File: src/rtl/riscv_ctrl_pkg.sv
// riscv_ctrl_pkg: opcodes, FSM states, fault codes and ALU codes shared by the multicycle controller
package riscv_ctrl_pkg;
  localparam logic [6:0] OP_R      = 7'b0110011;
  localparam logic [6:0] OP_IMM    = 7'b0010011;
  localparam logic [6:0] OP_LUI    = 7'b0110111;
  localparam logic [6:0] OP_JAL    = 7'b1101111;
  localparam logic [6:0] OP_BRANCH = 7'b1100011;
  localparam logic [6:0] OP_LOAD   = 7'b0000011;
  localparam logic [6:0] OP_STORE  = 7'b0100011;
  localparam logic [2:0] F3_WORD   = 3'b010;
  localparam logic [3:0] ALU_ADD   = 4'b0000;
  localparam logic [3:0] ALU_SUB   = 4'b1000;
  localparam logic [1:0] FLT_NONE  = 2'b00;
  localparam logic [1:0] FLT_ILL   = 2'b01;
  localparam logic [1:0] FLT_IMEM  = 2'b10;
  localparam logic [1:0] FLT_DMEM  = 2'b11;
  typedef enum logic [1:0] {S_FETCH, S_EXEC, S_MEM, S_TRAP} state_t;
endpackage

File: src/rtl/ctrl_decode.sv
// ctrl_decode: combinational RV32I-subset decoder
// in: instr; out: immediate-format flags, alusrc, regwrite (ALU types), alucontrol, illegal, is_load, is_store
module ctrl_decode
  import riscv_ctrl_pkg::*;
(
  input  logic [31:0] instr,
  output logic        i_op,
  output logic        s_op,
  output logic        b_op,
  output logic        u_op,
  output logic        j_op,
  output logic        alusrc,
  output logic        regwrite,
  output logic        illegal,
  output logic        is_load,
  output logic        is_store,
  output logic [3:0]  alucontrol
);
  logic [6:0] op;
  logic [2:0] f3;
  logic       r_t, ia_t, lui_t, jal_t, br_t;
  logic       unused_bits;
  assign op          = instr[6:0];
  assign f3          = instr[14:12];
  assign unused_bits = ^{instr[31], instr[29:15], instr[11:7]};
  assign r_t         = op == OP_R;
  assign ia_t        = op == OP_IMM;
  assign lui_t       = op == OP_LUI;
  assign jal_t       = op == OP_JAL;
  // funct3 010/011 are not branch encodings
  assign br_t        = op == OP_BRANCH && f3[2:1] != 2'b01;
  assign is_load     = op == OP_LOAD && f3 == F3_WORD;
  assign is_store    = op == OP_STORE && f3 == F3_WORD;
  assign illegal     = !(r_t || ia_t || lui_t || jal_t || br_t || is_load || is_store);
  assign i_op        = ia_t || is_load;
  assign s_op        = is_store;
  assign b_op        = br_t;
  assign u_op        = lui_t;
  assign j_op        = jal_t;
  assign alusrc      = ia_t || lui_t || is_load || is_store;
  assign regwrite    = r_t || ia_t || lui_t || jal_t;
  // instr[30] only selects SRA/SRAI-style variants for shift-right immediates
  assign alucontrol  = r_t  ? {instr[30], f3} :
                       ia_t ? {f3 == 3'b101 && instr[30], f3} :
                       br_t ? (ALU_SUB | {1'b0, f3}) : ALU_ADD;
endmodule

File: src/rtl/multicycle_ctrl.sv
// multicycle_ctrl: FETCH/EXEC/MEM/TRAP sequencer with req/ack memories, ack timeout and retire counter
// in: clk, reset (sync, active-low), instr, btaken, imem_ack, dmem_ack; out: memory reqs, enables, datapath controls, fault, instret
module multicycle_ctrl
  import riscv_ctrl_pkg::*;
#(
  parameter int ACK_TIMEOUT = 255
) (
  input  logic        clk,
  input  logic        reset,
  input  logic [31:0] instr,
  input  logic        btaken,
  input  logic        imem_ack,
  input  logic        dmem_ack,
  output logic        imem_req,
  output logic        dmem_req,
  output logic        dmem_we,
  output logic        ir_en,
  output logic        pc_en,
  output logic        memtoreg,
  output logic        pcsrc,
  output logic        alusrc,
  output logic        regwrite,
  output logic        i_op,
  output logic        s_op,
  output logic        b_op,
  output logic        u_op,
  output logic        j_op,
  output logic [3:0]  alucontrol,
  output logic [1:0]  fault,
  output logic [31:0] instret
);
  // a req gets at most ACK_TIMEOUT cycles, the last one still accepting ack
  localparam logic [7:0] LAST_WAIT = 8'(ACK_TIMEOUT - 1);
  state_t      state_q, state_d;
  logic [1:0]  fault_q, fault_d;
  logic [7:0]  wait_q, wait_d;
  logic [31:0] instret_q;
  logic        retire, drive, timeout;
  logic        d_i, d_s, d_b, d_u, d_j, d_alusrc, d_rw, d_ill, d_ld, d_st;
  logic [3:0]  d_alu;
  ctrl_decode u_dec (
    .instr(instr), .i_op(d_i), .s_op(d_s), .b_op(d_b), .u_op(d_u), .j_op(d_j),
    .alusrc(d_alusrc), .regwrite(d_rw), .illegal(d_ill), .is_load(d_ld),
    .is_store(d_st), .alucontrol(d_alu)
  );
  assign timeout = wait_q == LAST_WAIT;
  always_comb begin
    state_d  = state_q;
    fault_d  = fault_q;
    retire   = 1'b0;
    ir_en    = 1'b0;
    pc_en    = 1'b0;
    regwrite = 1'b0;
    memtoreg = 1'b0;
    pcsrc    = 1'b0;
    case (state_q)
      S_FETCH: begin
        if (imem_ack) begin
          ir_en   = 1'b1;
          state_d = S_EXEC;
        end else if (timeout) begin
          state_d = S_TRAP;
          fault_d = FLT_IMEM;
        end
      end
      S_EXEC: begin
        if (d_ill) begin
          state_d = S_TRAP;
          fault_d = FLT_ILL;
        end else if (d_ld || d_st) begin
          state_d = S_MEM;
        end else begin
          pc_en    = 1'b1;
          retire   = 1'b1;
          regwrite = d_rw;
          pcsrc    = d_b && btaken;
          state_d  = S_FETCH;
        end
      end
      S_MEM: begin
        if (dmem_ack) begin
          regwrite = d_ld;
          memtoreg = d_ld;
          pc_en    = 1'b1;
          retire   = 1'b1;
          state_d  = S_FETCH;
        end else if (timeout) begin
          state_d = S_TRAP;
          fault_d = FLT_DMEM;
        end
      end
      default: ;
    endcase
    if (!reset) {ir_en, pc_en, regwrite, memtoreg, pcsrc, retire} = '0;
  end
  // the wait counter restarts whenever the state changes
  assign wait_d = state_d == state_q ? wait_q + 8'd1 : 8'd0;
  always_ff @(posedge clk) begin
    if (!reset) begin
      state_q   <= S_FETCH;
      fault_q   <= FLT_NONE;
      wait_q    <= '0;
      instret_q <= '0;
    end else begin
      state_q   <= state_d;
      fault_q   <= fault_d;
      wait_q    <= wait_d;
      instret_q <= instret_q + {31'd0, retire};
    end
  end
  // decode controls are shown in EXEC (legal only) and held through MEM
  assign drive      = reset && (state_q == S_MEM || (state_q == S_EXEC && !d_ill));
  assign imem_req   = reset && state_q == S_FETCH;
  assign dmem_req   = reset && state_q == S_MEM;
  assign dmem_we    = dmem_req && d_st;
  assign {i_op, s_op, b_op, u_op, j_op, alusrc} = drive ? {d_i, d_s, d_b, d_u, d_j, d_alusrc} : 6'd0;
  assign alucontrol = drive ? d_alu : ALU_ADD;
  assign fault      = reset ? fault_q : FLT_NONE;
  assign instret    = reset ? instret_q : 32'd0;
endmodule
File: config.mk
export PLATFORM = sky130hd
export DESIGN_NAME = multicycle_ctrl
export DESIGN_NICKNAME = d
export VERILOG_FILES = /design/src/rtl/riscv_ctrl_pkg.sv /design/src/rtl/ctrl_decode.sv /design/src/rtl/multicycle_ctrl.sv
export SDC_FILE = /design/constraint.sdc
export NUM_CORES = 1
export LEC_CHECK = 0
export ABC_AREA = 1
export BUFFER_PORTS_ARGS = -buffer_cell sky130_fd_sc_hd__buf_2
export CAP_MARGIN = 20
export CORE_MARGIN = 2
export CORE_UTILIZATION = 40
export CTS_BUF_LIST = sky130_fd_sc_hd__clkbuf_8
export CTS_CLUSTER_SIZE = 40
export DETAILED_ROUTE_END_ITERATION = 8
export GPL_ROUTABILITY_DRIVEN = 0
export PLACE_DENSITY = 0.7
export SKIP_CTS_REPAIR_TIMING = 1
export SLEW_MARGIN = 20
export SYNTH_ARGS = -nofsm -noshare
export SYNTH_HDL_FRONTEND = slang
export SYNTH_HIERARCHICAL = 1
export SYNTH_SLANG_ARGS = --single-unit
export TNS_END_PERCENT = 50
File: constraint.sdc
create_clock -name clk -period 3.2 [get_ports clk]
set_input_delay 0.64 -clock clk [delete_from_list [all_inputs] [get_ports clk]]
set_output_delay 0.64 -clock clk [all_outputs]
set_load 0.005 [all_outputs]
* Yosys cells after proc, flatten, opt, wreduce, memory -nomap -nowiden *
Cells that the tools add are included.
W data, S select, Z words.

operators by class
  add/sub/neg operators = 2
  equality and inequality tests = 19
  mux-type cells = 38
  reductions and logical operators = 26

operator list
  cell                   count
  $add A32 B1 Y32        1
  $mux W32               1
  $mux W2                11
  $eq A7 B6 Y1 const B   3
  $mux W1                17
  $mux W4                4
  $eq A7 B7 Y1 const B   2
  $logic_or A1 B1 Y1     12
  $pmux W2 S3            2
  $logic_and A1 B1 Y1    10
  $ne A2 B2 Y1 const B   5
  $add A8 B1 Y8 const B  1
  $eq A8 B8 Y1 const B   1
  $eq A7 B2 Y1 const B   1
  $eq A7 B5 Y1 const B   1
  $mux W6                1
  $reduce_and A6 Y1      1
  $pmux W1 S2            2
  $eq A3 B2 Y1 const B   1
  $eq A3 B3 Y1 const B   1
  $reduce_bool A3 Y1     1
  $eq A2 B1 Y1 const B   1
  $eq A2 B2 Y1           1
  $eq A2 B2 Y1 const B   1
  3 further kinds        3

storage, ports and cells
  flip-flop bits (word level) = 44
  bits of input ports = 37
  word-level logic and storage cells = 89

* Depth between registers and ports, before layout *
  depth in word-level cells = 11
  mapped depth = 20

* Hierarchy *
Netlist, hierarchy kept.

by module, submodules not included
  module           instances  cells an instance  area each (um^2)
  multicycle_ctrl  1          440                2,788.9
  ctrl_decode      1          50                 261.5

* Worst setup path before layout *
OpenSTA, ideal clock, no wires.

  kind = input to register
  from = input port instr[0]
  to = register instret_q[26]
  arrival = 2,910 ps
  path slack = 158 ps
  cell stages on the path = 19
  cells stage by stage = nand2_2 -> nor2_4 -> nand3_1 -> nand3_1 -> nor2_1 -> inv_1 -> nand2_1 -> inv_1 -> nand2_1 -> a211oi_1 -> ha_1 -> ha_1 -> nand2_1 -> nor2_4 -> nand2_2 -> nor2_4 -> nand3_2 -> nor3_1 -> nor3b_2

on the way
  cells in the longest elaborated chain, start to end = 11
  elaborated cells on any way between the ends = 22

ends and longest elaborated chain
  element                                       line                                  source
  from (decl)                                   multicycle_ctrl.sv:10                 input logic [31:0] instr,
  $eq A7 B6 Y1 or $eq A7 B5 Y1 (tied branches)  ctrl_decode.sv:26, ctrl_decode.sv:27
  $logic_or A1 B1 Y1 (6 in a row)               ctrl_decode.sv:34                     assign illegal = !(r_t || ia_t || lui_t || jal_t || br_t || is_load || is_store);
  $mux W1 *                                     n/a
  $pmux W1 S2 *                                 n/a
  $mux W1 *                                     n/a
  named net pc_en                               multicycle_ctrl.sv:18                 output logic pc_en,
  $add A32 B1 Y32 *                             multicycle_ctrl.sv:108                instret_q <= instret_q + {31'd0, retire};
  to (signal assigned)                          multicycle_ctrl.sv:108
  to (decl)                                     multicycle_ctrl.sv:37                 logic [31:0] instret_q;

Mark *: on every way through the listed nets, which the timed path passes. The rest lies on a longest branch.
A chain may end at the register's enable or synchronous reset.

* Worst setup path in the final report *
  from = input port instr[3]
  to = register instret_q[27]

on the way
  cells in the longest elaborated chain, start to end = 11
  elaborated cells on any way between the ends = 22

ends and longest elaborated chain
  element                                       line                                  source
  $eq A7 B6 Y1 or $eq A7 B5 Y1 (tied branches)  ctrl_decode.sv:26, ctrl_decode.sv:27
  $logic_or A1 B1 Y1 (2 in a row)               n/a
  $logic_or A1 B1 Y1 *                          n/a
  named net d_rw                                multicycle_ctrl.sv:39                 logic d_i, d_s, d_b, d_u, d_j, d_alusrc, d_rw, d_ill, d_ld, d_st;
  $logic_or A1 B1 Y1 * (3 in a row)             ctrl_decode.sv:34
  $mux W1 *                                     multicycle_ctrl.sv:67                 if (d_ill) begin
  $pmux W1 S2 *                                 multicycle_ctrl.sv:56                 case (state_q)
  $mux W1 *                                     multicycle_ctrl.sv:94                 if (!reset) {ir_en, pc_en, regwrite, memtoreg, pcsrc, retire} = '0;
  $add A32 B1 Y32 *                             multicycle_ctrl.sv:108

Marked as above.

==> flow_metrics.env <==
export IMPL_outcome="finished, final reports clean"
export IMPL_synth_seq_cells=44
export IMPL_core_um2=7331
export IMPL_synth_most_common_cell="nand2_1"
export IMPL_vias_per_cell=4.676
export IMPL_post_place_ws_ps=-202.9
export IMPL_root_buffer="clkbuf_8"
export IMPL_crit_path_start_kind="input pin"
export IMPL_hold_slack_ps=480.8
export IMPL_cts_buffers=5
export IMPL_timing_final_ws_setup_ps=283.4
export IMPL_fp_row_count=31
export IMPL_cts_max_level=2
export IMPL_die_y_um=91.33
export IMPL_synthSimpleGateAreaFrac_pct=41.88
export IMPL_synth_fa_ha_area_share_pct=3.692
export IMPL_seq_area_frac_synth_pct=28.88
export IMPL_end_kind="flip-flop"
export IMPL_synth_common_cells="120 x nand2_1, 93 x inv_1, 63 x nor2_1, 44 x dfxtp_1, 24 x a21oi_1"
export IMPL_synth_main_ff_cell="dfxtp_1"
export IMPL_required_ps=3380
export IMPL_cp_max_fo=6
export IMPL_netlist_area_um2=3050
export IMPL_setup_viol=0
export IMPL_io_pins=89
export IMPL_drt_iter0_drc=73
export IMPL_avgSynthCellArea_um2=6.225
export IMPL_routed_wl_um=7000
export IMPL_grt_start_max_net_pins=50
export IMPL_diodes=0
export IMPL_cts_clk_slew_worst_paths_ps=90
export IMPL_slew_violations=0
export IMPL_route_vias_total=3217
export IMPL_synth_area_leaders="dfxtp_1 29%, nand2_1 15%, inv_1 11%"
export IMPL_gr_usage_all_layers_pct=17.28
export IMPL_synth_top_family_by_area="simple AND/OR/NAND/NOR gates"
export IMPL_syn2layout_area_growth_pct=28.06
export IMPL_dieArea_um2=8340
export IMPL_tightest_slew_ps=472.5
export IMPL_maxSlewHeadroom_pct=68.26
export IMPL_power_leakage_nw=2.001
export IMPL_post_dp_cell_area_um2=3720
export IMPL_dp_hpwl_um=5535
export IMPL_cts_tree="done"
export IMPL_synth_area_mux_share_pct=0
export IMPL_drc=0
export IMPL_synth_nets=536
export IMPL_path_class="in -> reg"
export IMPL_min_period_ps=2917
export IMPL_rsz0062_at_grt="false"
export IMPL_ys_warn_count=6
export IMPL_synthXorXnorAreaFrac_pct=3.733
export IMPL_final_cell_area_um2=3906
export IMPL_gr_total_overflow=0
export IMPL_synth_top_cell_by_area="dfxtp_1"
export IMPL_clock_sinks=44
export IMPL_drv_cap=0
export IMPL_clk_latency_ps=300
export IMPL_synth_compound_area_share_pct=8.285
export IMPL_die_w_um=91.33
export IMPL_grt_pass1_wl_um=12200
export IMPL_wl_per_cell_um=10.17
export IMPL_hold_viol_final=0
export IMPL_power_density_nw_per_um2=364.2
export IMPL_min_path_type="reg -> reg"
export IMPL_start_util_pct=41.61
export IMPL_syn_inst=490
export IMPL_first_pass_iters=4
export IMPL_power_w=0.001423
export IMPL_ys_types=34
export IMPL_portBuffers=67
export IMPL_crit_arrival_ps=3100
export IMPL_ys_async_sr_fraction_pct=0
export IMPL_ant_nets=0
export IMPL_fmax_ghz=0.3429
export IMPL_irDropWorstVdd_v=0.0003216
export IMPL_grt_pass1_vias=2928
export IMPL_antenna_found_initial=0
export IMPL_fin_crit_sh_pct=91.14
export IMPL_clock_path_buffers=2
export IMPL_synth_edf_count=0
export IMPL_nets=634
export IMPL_synth_top_area_share_pct=28.88
export IMPL_skew_ps=8.404
export IMPL_post_route_cells_drive_above_1_share_pct=27.50
==> report_power, final <==
group | switching, W | leakage, nW | internal [W]
Clock | 0.000200 | 0.0548 | 0.000235
Sequential | 0.0000308 | 0.355 | 0.000579
Combinational | 0.000246 | 1.59 | 0.000132
==> layout by cell type (no fill, tap or decap), types with 11 or more instances in the layout <==
| master | netlist | final |
|---|---|---|
| nand2_1 | 120 | 118 |
| inv_1 | 93 | 92 |
| buf_2 | 0 | 67 |
| nor2_1 | 63 | 61 |
| dfxtp_1 | 44 | 44 |
| buf_4 | 1 | 33 |
| a21oi_1 | 24 | 24 |
| nand3_1 | 23 | 21 |
| nor3_1 | 18 | 16 |
| xor2_1 | 12 | 12 |
| nand2_2 | 9 | 11 |
==> kinds of logic after synthesis <==
group	Yosys count
adder cells (fa/ha/maj)	9
buffers and inverters	109
AO/OA/AOI/OAI	46
XOR/XNOR	13
AND/OR/NAND/NOR	269
flip-flops	44
==> metal layers <==
metal | wire (µm) | vias up | share of wire, % | global-route usage (%)
met5 | 0 | - | 0 | 0
met4 | 100 | 0 | 1.4 | 4.545
met3 | 323 | 10 | 4.6 | 3.154
met2 | 3509 | 65 | 50 | 30.49
met1 | 3067 | 1448 | 44 | 21.58
li1 | - | 1694 | - | -
==> final timing paths <==
path | cells after the start | from | slack [ps] | end
worst min-delay path | 2 | instret_q[31] | 480 | instret_q[31]
worst max register to register | 15 | state_q[1] | 640 | instret_q[27]
worst max-delay path | 21 | instr[3] | 280 | instret_q[27]
worst min register to register | 2 | instret_q[31] | 480 | instret_q[31]
==> state kept, by name, summed over array words and instances (netlist names) <==
register	flops
instret_q	32
wait_q	8
fault_q	2
state_q	2
==> metrics by stage <==
stage | setup TNS [ps] | cells | utilization (%)
final | 0 | 688 | 53.29
after global routing | 0 | 688 | 53.29
after CTS | 0 | 688 | 52.31
after detailed placement | -1676 | 680 | 50.74
after global placement | -965.2 | 680 | 50.74
after floorplan | 0 | 490 | -
==> worst max-delay path, cell delays in order <==
cell,delay (ps)
buf_2,120
inv_2,50
nand2_2,50
nor2_4,210
nand2_2,80
nand3_1,110
nor2_1,70
inv_1,70
nand2_1,80
inv_2,70
nand2_2,60
a211oi_2,240
buf_4,170
ha_4,140
nand3_2,110
nor2_4,150
nand3_4,140
nor3_2,310
nand2_1,100
nand2_1,70
a21oi_1,50
==> final cells by class <==
cell class | instances | area (µm²)
inverter | 100 | 375.4
clock inverter | 3 | 46.29
sequential | 44 | 880.8
tap | 99 | 123.9
fill | 742 | 3425
clock buffer | 5 | 68.82
timing repair buffer | 100 | 583.1
multi-input combinational | 337 | 1828
Note: power is estimated with default switching activity, not from simulation.
